$ cat config.mk
export PLATFORM = sky130hd
export DESIGN_NAME = traffic_light_param
export DESIGN_NICKNAME = d
export VERILOG_FILES = /design/src/rtl/traffic_light_param.sv
export SDC_FILE = /design/constraint.sdc
export NUM_CORES = 1
export LEC_CHECK = 0
export BUFFER_PORTS_ARGS = -buffer_cell sky130_fd_sc_hd__clkbuf_2
export CORE_MARGIN = 2
export CORE_UTILIZATION = 36
export CTS_CLUSTER_SIZE = 14
export DETAILED_ROUTE_END_ITERATION = 7
export HOLD_SLACK_MARGIN = 0.02
export MAX_ROUTING_LAYER = met4
export PLACE_DENSITY_LB_ADDON = 0.2
export REMOVE_ABC_BUFFERS = 1
export SLEW_MARGIN = 20
export SYNTH_ARGS = -nofsm -noshare
export SYNTH_HDL_FRONTEND = slang
export SYNTH_SLANG_ARGS = --single-unit
$ cat constraint.sdc
create_clock -name clk -period 1.84 [get_ports clk]
set_input_delay 0.184 -clock clk [delete_from_list [all_inputs] [get_ports clk]]
set_output_delay 0.184 -clock clk [all_outputs]
set_load 0.005 [all_outputs]
$ cat src/rtl/traffic_light_param.sv
// traffic_light_param
//   Highway / cross-road traffic light controller with pedestrian walk
//   phase and emergency (highway priority) override.
//
//   Parameters
//     HW_MIN   : minimum highway-green dwell (cycles)
//     YEL_T    : yellow dwell for either road (cycles)
//     ALLRED_T : all-red clearance dwell (cycles)
//     CR_MIN   : minimum cross-road-green dwell (cycles)
//     CR_MAX   : maximum cross-road-green dwell (cycles)
//     TMR_W    : dwell timer width (bits)
//
//   Ports
//     clk        : clock, all logic on rising edge
//     rst        : synchronous active-high reset
//     x          : cross-road vehicle sensor (level)
//     ped_req    : pedestrian request (pulse)
//     emerg      : emergency override, highway priority (level)
//     highway    : highway light   (RED=00, YELLOW=01, GREEN=10)
//     cross_road : cross-road light (same encoding)
//     walk       : pedestrian walk indication
//     state_o    : current state code
//
//   All outputs are decoded from registered state only, so every input
//   effect shows up one cycle after it is sampled.
module traffic_light_param #(
    parameter int HW_MIN   = 8,
    parameter int YEL_T    = 3,
    parameter int ALLRED_T = 1,
    parameter int CR_MIN   = 4,
    parameter int CR_MAX   = 10,
    parameter int TMR_W    = 8
) (
    input  logic       clk,
    input  logic       rst,
    input  logic       x,
    input  logic       ped_req,
    input  logic       emerg,
    output logic [1:0] highway,
    output logic [1:0] cross_road,
    output logic       walk,
    output logic [2:0] state_o
);

    localparam logic [1:0] RED    = 2'b00;
    localparam logic [1:0] YELLOW = 2'b01;
    localparam logic [1:0] GREEN  = 2'b10;

    // Last timer value of each dwell: a dwell of T cycles exits at tmr==T-1.
    localparam logic [TMR_W-1:0] HW_LAST  = TMR_W'(HW_MIN - 1);
    localparam logic [TMR_W-1:0] YEL_LAST = TMR_W'(YEL_T - 1);
    localparam logic [TMR_W-1:0] AR_LAST  = TMR_W'(ALLRED_T - 1);
    localparam logic [TMR_W-1:0] CRN_LAST = TMR_W'(CR_MIN - 1);
    localparam logic [TMR_W-1:0] CRX_LAST = TMR_W'(CR_MAX - 1);

    typedef enum logic [2:0] {
        HG  = 3'd0,
        HY  = 3'd1,
        AR1 = 3'd2,
        CG  = 3'd3,
        CY  = 3'd4,
        AR2 = 3'd5
    } state_t;

    state_t            state_reg, state_next;
    logic [TMR_W-1:0]  tmr_reg,   tmr_next;
    logic              ped_pend_reg, ped_pend_next;
    logic              walk_act_reg, walk_act_next;

    logic cg_entry;
    logic cg_exit;
    logic walk_hold;

    // ------------------------------------------------------------------
    // State register
    // ------------------------------------------------------------------
    always_ff @(posedge clk) begin
        if (rst) begin
            state_reg    <= HG;
            tmr_reg      <= '0;
            ped_pend_reg <= 1'b0;
            walk_act_reg <= 1'b0;
        end else begin
            state_reg    <= state_next;
            tmr_reg      <= tmr_next;
            ped_pend_reg <= ped_pend_next;
            walk_act_reg <= walk_act_next;
        end
    end

    // ------------------------------------------------------------------
    // Next-state logic
    // ------------------------------------------------------------------
    // An active walk keeps CG up for its minimum dwell even with no cars.
    assign walk_hold = walk_act_reg && (tmr_reg < CRN_LAST);

    always_comb begin
        state_next = state_reg;
        case (state_reg)
            HG: begin
                if ((tmr_reg >= HW_LAST) && (x || ped_pend_reg) && !emerg)
                    state_next = HY;
            end
            HY: begin
                // Emergency never cuts a yellow short.
                if (tmr_reg == YEL_LAST)
                    state_next = AR1;
            end
            AR1: begin
                // Emergency during clearance returns the highway to green
                // instead of handing over to the cross road.
                if (emerg)
                    state_next = HG;
                else if (tmr_reg == AR_LAST)
                    state_next = CG;
            end
            CG: begin
                if (emerg || (tmr_reg == CRX_LAST) ||
                    ((tmr_reg >= CRN_LAST) && !x && !walk_hold))
                    state_next = CY;
            end
            CY: begin
                if (tmr_reg == YEL_LAST)
                    state_next = AR2;
            end
            AR2: begin
                if (tmr_reg == AR_LAST)
                    state_next = HG;
            end
            default: state_next = HG;   // unused codes recover to HG
        endcase
    end

    assign cg_entry = (state_next == CG) && (state_reg != CG);
    assign cg_exit  = (state_reg == CG) && (state_next != CG);

    // Timer restarts on every state change, saturates otherwise.
    always_comb begin
        tmr_next = tmr_reg;
        if (state_next != state_reg)
            tmr_next = '0;
        else if (tmr_reg != '1)
            tmr_next = tmr_reg + 1'b1;
    end

    // A request arriving on the CG-entry cycle wins over the clear so it
    // is served on the next cross-road phase.
    always_comb begin
        ped_pend_next = ped_pend_reg;
        if (ped_req)
            ped_pend_next = 1'b1;
        else if (cg_entry)
            ped_pend_next = 1'b0;
    end

    always_comb begin
        walk_act_next = walk_act_reg;
        if (cg_entry)
            walk_act_next = ped_pend_reg;
        else if (cg_exit)
            walk_act_next = 1'b0;
    end

    // ------------------------------------------------------------------
    // Moore outputs
    // ------------------------------------------------------------------
    always_comb begin
        highway    = RED;
        cross_road = RED;
        case (state_reg)
            HG:      highway    = GREEN;
            HY:      highway    = YELLOW;
            CG:      cross_road = GREEN;
            CY:      cross_road = YELLOW;
            default: begin
                highway    = RED;
                cross_road = RED;
            end
        endcase
    end

    assign walk    = (state_reg == CG) && walk_act_reg;
    assign state_o = state_reg;

endmodule

Word level (Yosys, flattened, before mapping)

Index checks and enable logic that the tools add are counted.

Output and inout port bits: 8
Word-level logic and storage cells: 53
Input bits: 5
Register bits after elaboration: 13

Multiplexer cells: 14
Reductions and logical operators: 19
Add/sub/neg operators: 1
Eq/ne operators: 12
$lt $le $gt $ge: 3

Operators by type and width:

| operator            | count |
|---|---|
| $mux 3              | 7 |
| $pmux 3 s6          | 1 |
| $eq 3x2->1 const B  | 3 |
| $add 8x1->8 const B | 1 |
| $eq 8x2->1 const B  | 1 |
| $eq 8x4->1 const B  | 1 |
| $ge 8x2->1 const B  | 1 |
| $ge 8x3->1 const B  | 1 |
| $logic_and 1x1->1   | 8 |
| $logic_not 8->1     | 1 |
| $lt 8x2->1 const B  | 1 |
| $ne 8x8->1 const B  | 1 |
| $pmux 2 s2          | 2 |
| $eq 3x3->1 const B  | 2 |
| $ne 3x2->1 const B  | 2 |
| $mux 1              | 4 |
| $reduce_bool 2->1   | 2 |
| $eq 3x1->1 const B  | 1 |
| $logic_not 1->1     | 3 |
| $logic_not 3->1     | 1 |
| $logic_or 1x1->1    | 3 |
| $ne 3x3->1          | 1 |
| $reduce_or 2->1     | 1 |

Depth between registers and ports, before layout

Gate-level depths: netlist of the first run.

Depth after elaboration: 11
Mapped depth: 11
Mapped depth without buffers: 11

Worst setup path after synthesis of the first run

No wires, ideal clock.

Kind: register -> register
Start point: register tmr_reg[4]
End point: register walk_act_reg
Required time: 1.726 ns
Cell stages (with the launch flop): 9
Slack: -0.105 ns
Period minus slack after synthesis: 1.945 ns
Path buffers: 1
Arrival time: 1.831 ns
Library setup time: 0.114 ns
Cell sequence: dfxtp_1 > buf_6 > nor4_4 > a21boi_0 > o211ai_2 > nand2_1 > ha_1 > a21oi_1 > nor2_1

Word-level cells in the longest chain between the ends: 10
Elaborated cells between the ends (all ways): 28
Classes of those cells: 3 x order compare; 4 x eq/ne; 9 x mux; 12 x reduce/logical

RTL lines:

| item                                               | line     | RTL |
|---|---|---|
| from (decl)                                        | 66       | `logic [TMR_W-1:0] tmr_reg, tmr_next;` |
| from (signal assigned)                             | 85       | `tmr_reg <= tmr_next;` |
| $lt 8x2->1                                         | 95       | `assign walk_hold = walk_act_reg && (tmr_reg < CRN_LAST);` |
| $logic_and 1x1->1                                  | 95       |  |
| $logic_not 1->1                                    | 119      | `((tmr_reg >= CRN_LAST) && !x && !walk_hold))` |
| $logic_and 1x1->1                                  | 119      |  |
| $logic_or 1x1->1                                   | 118      | `if (emerg \|\| (tmr_reg == CRX_LAST) \|\|` |
| $mux 3                                             | 118      |  |
| $pmux 3 s6 (*)                                     | 99       | `case (state_reg)` |
| $eq 3x2->1 / $ne 3x2->1 (equally long branches)    | 134, 135 |  |
| $logic_and 1x1->1 (on tied branches)               | 134, 135 |  |
| $mux 1 / $reduce_bool 2->1 (equally long branches) | n/a      |  |
| to (signal assigned)                               | 87       | `walk_act_reg <= walk_act_next;` |
| to (decl)                                          | 68       | `logic walk_act_reg, walk_act_next;` |

Every way passes the cells marked *; elsewhere a longest branch is shown, timed or not.
A chain may end at the register's enable or synchronous reset.

Worst setup path in the final report of the first run

Start point: register tmr_reg[7]
End point: register walk_act_reg

The elaborated chain is that of the path after synthesis.

==> results of run 1 <==
worst max-delay path: stages, from the launching register on:
cell and delay [ns]:
sky130_fd_sc_hd__dfxtp_1 0.34, sky130_fd_sc_hd__nor4_4 0.32, sky130_fd_sc_hd__buf_4 0.22, sky130_fd_sc_hd__nand4_1 0.18
sky130_fd_sc_hd__nand2_2 0.15, sky130_fd_sc_hd__ha_4 0.20, sky130_fd_sc_hd__a21oi_1 0.13, sky130_fd_sc_hd__nor2_1 0.05
what timing repair did:
item / CTS / global route
resized for setup: 2 / 13
endpoints found under the setup margin: 1 / 11
hold buffers: 0 / 0
setup buffers: 0 / 1
pin swaps: 0 / 6
synth_stat cells, types with 2 or more instances:
| cell | number |
|---|---|
| sky130_fd_sc_hd__a21o_1 | 2 |
| sky130_fd_sc_hd__a21oi_1 | 5 |
| sky130_fd_sc_hd__a311o_1 | 2 |
| sky130_fd_sc_hd__a31oi_1 | 2 |
| sky130_fd_sc_hd__and2_1 | 2 |
| sky130_fd_sc_hd__and3_1 | 2 |
| sky130_fd_sc_hd__buf_2 | 2 |
| sky130_fd_sc_hd__clkbuf_1 | 2 |
| sky130_fd_sc_hd__dfxtp_1 | 13 |
| sky130_fd_sc_hd__ha_1 | 5 |
| sky130_fd_sc_hd__inv_1 | 8 |
| sky130_fd_sc_hd__mux2i_1 | 3 |
| sky130_fd_sc_hd__nand2_1 | 5 |
| sky130_fd_sc_hd__nand2b_1 | 3 |
| sky130_fd_sc_hd__nand3_1 | 6 |
| sky130_fd_sc_hd__nand4_1 | 4 |
| sky130_fd_sc_hd__nor2_1 | 8 |
| sky130_fd_sc_hd__nor2b_1 | 3 |
| sky130_fd_sc_hd__nor3b_1 | 2 |
| sky130_fd_sc_hd__nor4_1 | 8 |
| sky130_fd_sc_hd__o21a_1 | 2 |
| sky130_fd_sc_hd__o21ai_0 | 7 |
| sky130_fd_sc_hd__xnor2_1 | 2 |
final cells by class:
type | instances | area share, %
inverter | 8 | 2.53
timing repair buffer | 25 | 13.3
tap | 30 | 3.16
clock buffer | 4 | 2.21
multi-input combinational | 88 | 56.4
sequential | 13 | 22.4
worst min-delay path by stage:
stage / start / depth (start not counted) / slack (ns) / endpoint
6_report: ped_req / 3 / 0.11 / ped_pend_reg
5_1_grt: ped_req / 3 / 0.12 / ped_pend_reg
4_1_cts: ped_req / 3 / 0.11 / ped_pend_reg
3_5_place_dp: ped_req / 3 / 0.41 / ped_pend_reg
3_3_place_gp: ped_req / 3 / 0.40 / ped_pend_reg
2_1_floorplan: rst / 1 / 0.25 / state_o[1]
metal layers:
metal	share of wire (%)	track usage [%]	vias to the layer above
met5	0	-	-
met4	1.7	8.36	0
met3	3.4	2.11	4
met2	48	25.7	16
met1	46	19.3	429
li1	-	-	472
power groups by stage:
stage          clock (mW)  sequential, mW  combinational [mW]
2_1_floorplan           0           0.317              0.0770
3_5_place_dp            0           0.322               0.126
5_1_grt             0.210           0.322               0.149
4_1_cts             0.194           0.316               0.128
3_3_place_gp            0           0.320               0.125
6_report            0.186           0.319               0.131
logic make-up (layout without fill, tap and decap cells):
logic type / Yosys count / in the layout / share of synthesized area, %
DFF: 13 / 13 / 27.2
AOI/OAI and AO/OA: 29 / 29 / 24.3
xor gates and xnor gates: 2 / 2 / 1.83
muxes: 3 / 3 / 3.14
buffers and inverters: 14 / 37 / 6.93
and+or+nand+nor: 49 / 49 / 30.1
adders and majority gates: 5 / 5 / 6.54
==> results by stage, run 1 <==
Run status:
- The run finished with clean final reports.

Power and ir drop:
- In this run the power density over the cells is around 540 nW/um^2.
- Internal power comes to 0.446 mW.
- Sequential cells burn between 50% and 60% of the power.
- In this run the static leakage power is 0.473 nW.
- The largest voltage drop on the vdd net is approximately 0.37 mV.
- Of the total power, the share spent switching nets is a little under a third.
- Of the total power, the clock network draws slightly below 30%.
- The power consumption is approximately 0.64 mW.
- The net switching power figure is 0.191 mW.
- Combinational logic is responsible for roughly a fifth of the overall power.

Final layout:
- Registers take ~270 sq um.
- The library cell used most frequently in the layout, excluding fill and tap cells, is sky130_fd_sc_hd__buf_4.
- The repair_antennas step left the layout with diodes totalling 0.
- The count of fill cells added during filler insertion is between 200 and 300.
- The number of flip-flops under the largest register name is 8.
- The library cells used most frequently in the layout, excluding fill and tap cells, are sky130_fd_sc_hd__buf_4 (13), sky130_fd_sc_hd__clkbuf_2 (12), sky130_fd_sc_hd__nor2_1 (8), sky130_fd_sc_hd__dfxtp_1 (8).
- From synthesis to final layout, the design area changed by 24.1%.
- The finished layout holds between 150 and 200 standard cells, fillers aside.
- At the end of the flow, the number of nets in the layout was between 100 and 150.
- The share of post-route cells with drive strength above 1 is a little over a third.
- The combined area of the multi-input logic cells is between 600 and 700 sq um.
- Cells fill a little under half of the core in the end.
- After routing the design area is 1190 sq um.

Clocking:
- The total CTS buffers is 3.
- The maximum level of the CTS H-tree is 1.
- The clock tree from TritonCTS is done.
- Counting along the longest clock path gives a buffer depth of 2.
- The clock transition at the registers of the reported paths is about 0.090 ns.
- The number of clock sinks seen by CTS is 13.
- The clock latency on the worst-skew pair is about 0.28 ns.
- The root cell of the clock tree is sky130_fd_sc_hd__clkbuf_4.

Timing:
- The final-report hold violation count is 0.
- Setup total negative slack on the finished layout was measured at 0 ns.
- The worst slew margin relative to its limit is 72.0%.
- After layout, the worst path uses ~93% of the clock period.
- The routed design could run at a clock period as short as ~1.7 ns.
- Setup slack on the critical path of the routed design comes to about 0.14 ns.
- Setup repair after global routing left no endpoint under its margin.
- Final hold analysis gives a worst-case slack of 0.113 ns.
- The final max-slew violation count is 0.
- Setup violations remaining at the end of the flow were counted as 0.
- The final clock skew is ~0.002 ns.
- Derived from the worst setup path, the maximum achievable clock frequency is 587 MHz.
- At the pin with the least slew margin, the transition time is 0.419 ns.

Floorplanning:
- The die is between 50 and 60 um wide.
- The number of placement rows is 18.
- The die covers between 3000 and 4000 sq um.
- The initial utilization of the core area, before any placement, comes to a little under two fifths.
- The core region area is 2500 sq um.
- The height of the die is approximately 56 um.
- The boundary pin count is 13.

Critical path:
- Setup slack on the worst reg-to-reg path comes out at 0.14 ns.
- The worst setup path startpoint is tmr_reg[7].
- Along the worst path, the maximum fanout reaches 9.
- The worst reg2reg path endpoint is walk_act_reg.
- The endpoint class of the critical path is a flip-flop.
- The category of the worst setup path launch point is a flip-flop.
- For the worst setup path, the data required time is roughly 2 ns.
- Following the worst setup path forward leads to its endpoint at walk_act_reg.
- The setup path with the least slack is of type reg -> reg.
- The worst register-to-register path has a depth of 7.
- The startpoint identified for the worst register-to-register timing path is tmr_reg[7].
- The data arrival time of the critical path is 1.88 ns.

Route:
- Once detail routing completed, the nets flagged for antenna violations numbered 0.
- The first detailed-routing pass ran for 4 iterations.
- The first routing iteration left 28 violations.
- The detailed-route vias per instance is 5.48.
- The number of design rule violations left after detail routing is 0.
- Summing over every cut layer, the via total after detailed routing is 921.
- Dividing the detail-routed wire length by the instance count gives approximately 13 um.
- The routed design has ~2200 um of wire.

Yosys:
- Ranked by total cell area, the synthesized netlist is headed by sky130_fd_sc_hd__dfxtp_1 (27%), sky130_fd_sc_hd__ha_1 (6.5%), sky130_fd_sc_hd__nor4_1 (5.2%).
- The cell area that synthesis handed to floorplanning was 957 sq um.
- The synthesized area per cell is between 8 and 9 sq um.
- The share of synthesized area in the top cell type comes to approximately 27%.
- The warning count from the yosys run is 0.
- The fraction of synthesis flops using an asynchronous set or reset pin is 0%.
- The number of distinct library cells after synthesis is 40.
- Yosys mapped a number of flops with a built-in enable equal to 0.
- The dominant register cell in the synthesized netlist is sky130_fd_sc_hd__dfxtp_1.
- sky130_fd_sc_hd__dfxtp_1 takes more of the synthesized area than any other cell.
- The sequential fraction of the synthesis area is a little over a quarter.
- The count of state elements after synthesis is 13.
- After technology mapping, the gate count stands at ~120.

GRT:
- The maximum number of pins on one net before global-route repair is 14.
- The first global-routing pass estimated 3760 um of wire.
- The global-route usage over all layers is 15.9%.
- The global route total overflow is 0.
- The initial antenna violation count is 0.
- The via count of the first global-routing pass is ~840.

Min path:
- The type of the worst min-delay path is in -> reg.

Placed design:
- The port buffer count is 12.
- Summed over all nets, the half-perimeter wirelength after detailed placement is 1630 um.
- The final weighted congestion of routability-driven global placement is around 0.77.
- The area after detailed placement is 1120 sq um.
- The minimum setup slack after placement is about 0.0025 ns.
- The number of placed instances, taps included, is around 160.

Flow run:
- Max-cap violations in this run came to 0.
Note: power is estimated with default switching activity, not from simulation.
==> run 2, diff against run 1 <==
- CORE_MARGIN: 2 -> default
- CORE_UTILIZATION: 36 -> 40
- RECOVER_POWER: default -> 100
==> results by stage, run 2 (synthesized netlist as in run 1, its figures left out) <==
GRT:
- The via count of the first global-routing pass came to around 860.
- The initial antenna violation count is 0.
- The global-route usage over all layers is between 15 and 20%.
- The met2 layer usage reported by global route is 33.6%.
- The global route total overflow is 0.
- The busiest metal layer after global routing is met2.
- The first global-routing pass estimated about 3800 um of wire.
- The maximum number of pins on one net before global-route repair is 14.
- For met3 alone, demand over resource in global routing was between 2 and 3%.
- The met1 routing resource usage after global routing is 24.1%.

Power and ir drop:
- The design draws about 0.65 mW.
- For this design the static power due to leakage is approximately 0.48 nW.
- The largest voltage drop on the vdd net is 0.289 mV.
- For this design the ratio of total power to cell area is approximately 540 nW/um^2.

Flow run:
- The number of maximum-capacitance violations is 0.

Critical path:
- At the worst endpoint, the required time is 2.02 ns.
- Traced cell by cell, the critical path runs through inv_1 > a22o_4 > o211ai_4 > nand2_1 > ha_1 > nor2_1 > a21oi_1 > nor2_1.
- The endpoint class of the critical path is a flip-flop.
- STA classifies the critical path startpoint as a flip-flop.
- Data arrives at the worst endpoint at slightly below 2 ns.
- The worst setup path is of the reg -> reg kind.
- The highest net fanout along the worst path is 8.
- Among all stages on the critical path, the largest delay is contributed by sky130_fd_sc_hd__dfxtp_1.
- Counting stages on the worst path, the most repeated cell is sky130_fd_sc_hd__nor2_1.
- The largest single stage delay on the critical path is 0.50 ns.

Timing:
- The upper clock frequency limit is between 500 and 600 MHz.
- The worst pin sits at a relative slew slack of between 70 and 80%.
- On the final layout, the worst clock skew is around 0.0017 ns.
- The transition time at the pin with the least slew margin is between 0.4 and 0.5 ns.
- The final-report hold violation count is 0.
- The tightest hold path in the finished design has a slack of 0.126 ns.
- Setup repair after global routing could not meet its margin everywhere.
- The final max-slew violation count came to 0.
- Counting I/O delays and the setup requirement, the final critical path takes roughly 1.7 ns.
- The final critical-path share of the clock period is a little over nine tenths.
- Setup violations remaining at the end of the flow were counted as 0.

Floorplanning:
- The number of placement rows is 17.
- The die is approximately 51 um tall.
- In this run the horizontal extent of the chip is 50.9 um.
- 13 I/O pins were placed.
- The floorplan step defined a core boundary enclosing 2230 sq um.
- The die covers approximately 2600 sq um.
- The initial utilization of the core area, before any placement, comes to a little over two fifths.

Clocking:
- Counting along the longest clock path gives a buffer depth of 2.
- The later pin in the worst-skew pair is clocked with a latency of roughly 0.28 ns.
- The number of clock sinks seen by CTS is 13.
- The clock tree from TritonCTS is done.
- The number of hold buffers added after CTS is 0.
- Buffers inserted during clock tree synthesis total 3.
- The tree is rooted in a sky130_fd_sc_hd__clkbuf_4.
- After clock tree synthesis, the clock-pin slew on the worst setup and hold paths is about 0.090 ns.
- The maximum level of the CTS H-tree is 1.

Placed design:
- The final weighted congestion of routability-driven global placement is around 0.84.
- The port buffer count is 12.
- Summed over all nets, the half-perimeter wirelength after detailed placement is 1700 um.

Run status:
- The flow ran to the end, and the final reports show no timing, DRC or antenna violations.

Final layout:
- The net count of the finished layout is 150.
- The area overhead of the layout relative to synthesis is 25.0%.
- The register with the most flip-flops in the layout has 8 of them.
- Of the cells placed in the final design, the portion with a size suffix greater than 1 is between 30% and 40%.
- The library cell used most frequently in the layout, excluding fill and tap cells, is sky130_fd_sc_hd__buf_4.
- Leaving out fill and tap cells, the most frequent cells in the layout are sky130_fd_sc_hd__buf_4 (12), sky130_fd_sc_hd__clkbuf_2 (11), sky130_fd_sc_hd__nor2_1 (8).
- The number of antenna cells inserted is 0.

Route:
- The detailed-route vias per instance is 5.64.
- The number of design rule violations left after detail routing is 0.
- The vias after detailed routing is between 900 and 1,000.
- The post-detailed-route count of antenna-violating nets is 0.
- The first detailed-routing pass ran for 4 iterations.
- The average routed wire per standard cell is between 10 and 15 um.
- The detailed-route wire length is around 2300 um.
- The violation count after the first detailed-route iteration is 15.

Min path:
- The path class of the tightest hold or removal check is in -> reg.
## run 2: cell types whose count changed in the layout (fill, tap and decap cells not counted), sizes merged
cell    change
clkinv      +1
## run 2: critical path: cells and delay by family (launching register included)
family,cells,cell delay (ns)
AO/OA/AOI/OAI,3,0.57
flip-flops,1,0.50
adder cells (fa/ha/maj),1,0.29
AND/OR/NAND/NOR,3,0.17
buffers and inverters,1,0.13
## run 2: worst paths after layout
path                                   start      endpoint  slack (ns)  cells past startpoint
worst max-delay path              tmr_reg[3]  walk_act_reg        0.09                      8
worst min-delay path                 ped_req  ped_pend_reg        0.13                      3
worst max register to register    tmr_reg[3]  walk_act_reg        0.09                      8
worst min register to register  walk_act_reg  walk_act_reg        0.50                      2
## run 2: routing by layer
metal  wire, um  vias up  share of wire (%)
met5          0        -                  0
met4         27        0                1.2
met3         56        4                2.5
met2       1130       20                 50
met1       1060      440                 47
li1           -      478                  -
## run 2: final cells by class
cell class / instances / area, sq um
Clock inverter: 1 / 5.00
Fill cell: 217 / 1040
Sequential cell: 13 / 274
Clock buffer: 3 / 22.5
Inverter: 8 / 30.0
Multi-Input combinational cell: 88 / 666
Tap cell: 28 / 35.0
Timing Repair Buffer: 26 / 164
## run 2: where the power goes
group / switching, mW / total [mW] / leakage [nW] / internal [mW]
clock network: 0.107 / 0.188 / 0.0177 / 0.0807
logic: 0.0701 / 0.141 / 0.350 / 0.0712
registers: 0.0240 / 0.320 / 0.109 / 0.296
total: 0.201 / 0.649 / 0.477 / 0.448
## run 2: stage by stage
stage          worst slack, ns  cell area (sq um)  TNS (ns)  util [%]  instances
6_report                0.0905               1200         0      53.6        167
5_1_grt                0.00357               1200         0      53.6        167
4_1_cts                0.00447               1150         0      51.3        166
3_5_place_dp           -0.0296               1110   -0.0296      49.9        162
3_3_place_gp           -0.0153               1110   -0.0153      49.9        162
2_1_floorplan          -0.0774                921   -0.0774         -        109
## run 2: timing repair
action | CTS | global route
endpoints found under the setup margin | 2 | 11
gates resized for setup | 3 | 17
pin swaps | 0 | 4
buffers inserted | 0 | 2
==> run 3, diff against run 2 <==
- ABC_AREA: default -> 1
- CTS_CLUSTER_SIZE: 14 -> 25
==> results by stage, run 3 <==
Route:
- The number of design rule violations left after detail routing is 0.
- The first detailed-routing pass took 4 iterations.
- The violation count after the first detailed-route iteration is 7.
- The detailed-route vias per instance is roughly 4.9.
- The vias after detailed routing is 890.
- The detailed-route wire length is approximately 2200 um.
- The average routed wire per standard cell is around 12 um.
- The post-detailed-route count of antenna-violating nets is 0.

Timing:
- The final max-slew violation count is 0.
- The upper clock frequency limit is about 550 MHz.
- The final worst slack is around 0.035 ns.
- The final clock skew is ~0.013 ns.
- Headroom to the max-slew limit came out at 83.4%.
- The final critical path takes up 98.1% of the cycle.
- The number of setup violations in the final report is 0.
- Setup repair after global routing could not meet its margin everywhere.
- The transition time at the pin with the least slew margin is approximately 0.25 ns.
- The final-report hold violation count is 0.
- The final critical path time including I/O delays and setup is between 1.5 and 2 ns.

Final layout:
- The area overhead of the layout relative to synthesis is 42.1%.
- The register with the most flip-flops in the layout has 8 of them.
- The count of fill cells added during filler insertion is 220.
- The number of antenna cells inserted is 0.
- The most common library cell in the layout ignoring fill and taps is sky130_fd_sc_hd__buf_4.
- In the final layout, flip-flops and latches occupy roughly 270 sq um.
- The share of post-route cells with drive strength above 1 is between 50% and 60%.
- Leaving out fill and tap cells, the most frequent cells in the layout are sky130_fd_sc_hd__buf_4 (19), sky130_fd_sc_hd__nand2_1 (14), sky130_fd_sc_hd__inv_1 (13).
- After the last flow step, the layout net total stands at 166.
- The combined area of the multi-input logic cells is 747 sq um.

Yosys:
- The fraction of synthesis flops using an asynchronous set or reset pin is 0%.
- Summing the areas of all compound-gate instances in the mapped netlist gives roughly 12% of the synthesized area.
- The biggest area contributor in the post-synthesis netlist is sky130_fd_sc_hd__dfxtp_1.
- After synthesis, the largest area contributor takes up roughly 27% of total cell area.
- The most frequent cell after synthesis is sky130_fd_sc_hd__nand2_1.
- After synthesis, the cell types taking the most area are sky130_fd_sc_hd__dfxtp_1 (27%), sky130_fd_sc_hd__nor2_2 (7.2%), sky130_fd_sc_hd__ha_1 (6.6%).
- For this run, the register share of the synthesized area comes to a little over a quarter.
- The dominant register cell in the synthesized netlist is sky130_fd_sc_hd__dfxtp_1.
- The synthesized netlist occupies a cell area of about 950 sq um.
- Of the total synthesized cell area, the portion taken by AND, OR, NAND and NOR gates is ~44%.
- The share of synthesized area spent on multiplexers is 0%.
- The dominant combinational cell family by area after synthesis is simple AND/OR/NAND/NOR gates.
- The count of state elements after synthesis is 13.
- Yosys printed 0 warnings.
- Summing the areas of all xor and xnor instances in the mapped netlist gives 2.76% of the synthesized area.
- Counting flops with a built-in enable in the synthesized netlist gives 0.
- Sorting the synthesized cells by how often they occur yields sky130_fd_sc_hd__nand2_1 (16), sky130_fd_sc_hd__inv_1 (15), sky130_fd_sc_hd__dfxtp_1 (13).
- The synthesized netlist devotes approximately 6.6% of its cell area to adder and majority cells.
- The post-synthesis cell count is roughly 120.
- The number of distinct library cells after synthesis is 32.
- Averaged over all synthesized cells, the footprint is 8.01 sq um.

Run status:
- The flow ran to the end, and the final reports show no timing, DRC or antenna violations.

Critical path:
- The worst reg2reg path endpoint is walk_act_reg.
- Measured in cells, the most critical reg-to-reg path has a length of 11.
- The setup slack of the most critical reg-to-reg path is approximately 0.035 ns.
- The data arrival time of the critical path is slightly below 2 ns.
- The classification of the worst setup path is reg -> reg.
- The startpoint of the worst-slack reg-to-reg timing path is tmr_reg[0].
- For the worst setup path, the data required time is between 2 and 2.5 ns.
- The endpoint class of the critical path is a flip-flop.
- In this run the worst path has a maximum fanout of 4.
- STA classifies the critical path startpoint as a flip-flop.

GRT:
- Entering global routing, the biggest net connects 9 pins.
- The initial antenna violation count is 0.
- The first-pass GRT wire length is 3530 um.
- The total overflow left after global routing is 0.
- Global routing used about a fifth of the available tracks.
- The via count of the first global-routing pass came to 846.

Min path:
- For hold timing, the worst endpoint is ped_pend_reg.
- The cell depth of the worst hold path is 3.
- In this run the most critical hold path is launched from ped_req.
- The tightest min-delay check is of the in -> reg type.

Placed design:
- OpenSTA, run right after detailed placement, puts the worst setup slack at -0.0527 ns.
- The final weighted congestion of routability-driven global placement is about 0.78.
- Port buffering added 12 buffers.
- Once detailed placement completed, the half-perimeter wirelength came to roughly 1600 um.

Floorplanning:
- The height of the die is a little over 50 um.
- The region available for standard cell placement spans 2230 sq um.
- The floorplan step set the die width to 50.8 um.
- After floorplanning, the core was divided into 17 placement rows.
- The die covers between 2000 and 3000 sq um.
- The boundary pin count is 13.
- Once the floorplan was initialized, standard cells occupied 42.7% of the core.

Clocking:
- CTS built an H-tree with a depth of 1.
- The tree built by TritonCTS fans out to 13 sinks.
- Counting the buffers created by CTS gives 3.
- For the worst-skew pair, the clock arrives at the later sink with an insertion delay of roughly 0.29 ns.
- TritonCTS built the clock tree.
- The longest clock path from root to sink contains 2 buffers.
- The root cell of the clock tree is sky130_fd_sc_hd__clkbuf_4.
- After clock tree synthesis, the clock-pin slew on the worst setup and hold paths is ~0.1 ns.

Power and ir drop:
- Overall power consumption after layout is estimated at slightly above 0.6 mW.
- The leakage power is roughly 0.55 nW.
- The net switching power figure is ~0.18 mW.
- In this run the power density over the cells is approximately 450 nW/um^2.
- Combinational logic is responsible for between 10% and 20% of the overall power.
- Net switching is between 20% and 30% of the power.
- The cell internal power dissipation is approximately 0.43 mW.
- Across the VDD grid, the largest voltage drop is a little over 0.4 mV.
- The sequential share of power is 50.0%.
- The clock network is responsible for around 31% of the overall power.

Flow run:
- Max-cap violations in this run came to 0.
## run 3: cell types whose count changed after synthesis, moves of 3 or more
| cell | delta |
|---|---|
| sky130_fd_sc_hd__mux2i_1 | -3 |
| sky130_fd_sc_hd__inv_1 | +7 |
| sky130_fd_sc_hd__nor2_4 | +5 |
| sky130_fd_sc_hd__nand2_1 | +11 |
| sky130_fd_sc_hd__nor2b_1 | -3 |
| sky130_fd_sc_hd__nand2b_1 | -3 |
| sky130_fd_sc_hd__nor2_1 | -3 |
| sky130_fd_sc_hd__nor4_1 | -8 |
| sky130_fd_sc_hd__nor2_2 | +11 |
| sky130_fd_sc_hd__o21ai_0 | -4 |
| sky130_fd_sc_hd__nor3_1 | +3 |
## run 3: critical path, stage by stage, from the launching register on
cell and delay, ns:
sky130_fd_sc_hd__dfxtp_4 0.38, sky130_fd_sc_hd__inv_4 0.08, sky130_fd_sc_hd__ha_4 0.12, sky130_fd_sc_hd__nand2_2 0.06
sky130_fd_sc_hd__nor2_2 0.14, sky130_fd_sc_hd__nand2_1 0.09, sky130_fd_sc_hd__nand3_2 0.08, sky130_fd_sc_hd__nand3b_4 0.12
sky130_fd_sc_hd__a21boi_2 0.21, sky130_fd_sc_hd__ha_4 0.23, sky130_fd_sc_hd__a21oi_2 0.12, sky130_fd_sc_hd__a211oi_2 0.04
## run 3: area by class of cell
class | count | share of cell area, %
Clock buffer | 4 | 1.94
Inverter | 17 | 5.08
Multi-Input combinational cell | 89 | 55.1
Sequential cell | 13 | 20.0
Tap cell | 28 | 2.59
Timing Repair Buffer | 32 | 15.2
## run 3: cells by family (layout without fill, tap and decap cells)
family | Yosys count | in the layout
buf+inv | 17 | 53
simple gates | 64 | 64
flops | 13 | 13
xor+xnor | 3 | 3
compound gates | 17 | 17
fa+ha+maj | 5 | 5
## run 3: routing by layer
layer / vias up / part of all wire, % / track usage (%)
met5: - / 0 / -
met4: 0 / 1.0 / 6.94
met3: 4 / 1.9 / 1.79
met2: 11 / 55 / 34.0
met1: 412 / 42 / 21.3
li1: 463 / - / -
## run 3: how the worst max path moves through the flow
stage	endpoint	slack [ns]	from
after floorplan	walk_act_reg	0.05	tmr_reg[0]
after global placement	walk_act_reg	0.006	tmr_reg[1]
after detailed placement	walk_act_reg	-0.05	tmr_reg[1]
after CTS	walk_act_reg	0.0005	tmr_reg[0]
after global routing	walk_act_reg	-0.06	tmr_reg[0]
final	walk_act_reg	0.04	tmr_reg[0]
## run 3: what timing repair did
action,CTS,global route
gates resized for setup,4,31
pin swaps,3,8
buffers inserted,1,2
setup endpoints to repair,2,10
hold buffers,0,0
## run 3: power by group through the flow
| stage | combinational [mW] | sequential (mW) | clock [mW] |
|---|---|---|---|
| 6_report | 0.115 | 0.304 | 0.188 |
| 5_1_grt | 0.129 | 0.306 | 0.204 |
| 4_1_cts | 0.0938 | 0.299 | 0.192 |
| 3_5_place_dp | 0.0930 | 0.304 | 0 |
| 3_3_place_gp | 0.0905 | 0.304 | 0 |
| 2_1_floorplan | 0.0620 | 0.304 | 0 |
## run 3: metrics by stage
| step | setup TNS (ns) | cell area (sq um) | hold WS [ns] | utilization, % | cells |
|---|---|---|---|---|---|
| floorplan | 0 | 953 | 0.253 | - | 119 |
| global placement | 0 | 1180 | 0.391 | 52.7 | 176 |
| detailed placement | -0.0527 | 1180 | 0.406 | 52.7 | 176 |
| CTS | 0 | 1220 | 0.119 | 54.6 | 181 |
| global route | -0.0808 | 1360 | 0.144 | 60.7 | 183 |
| finish | 0 | 1360 | 0.125 | 60.7 | 183 |
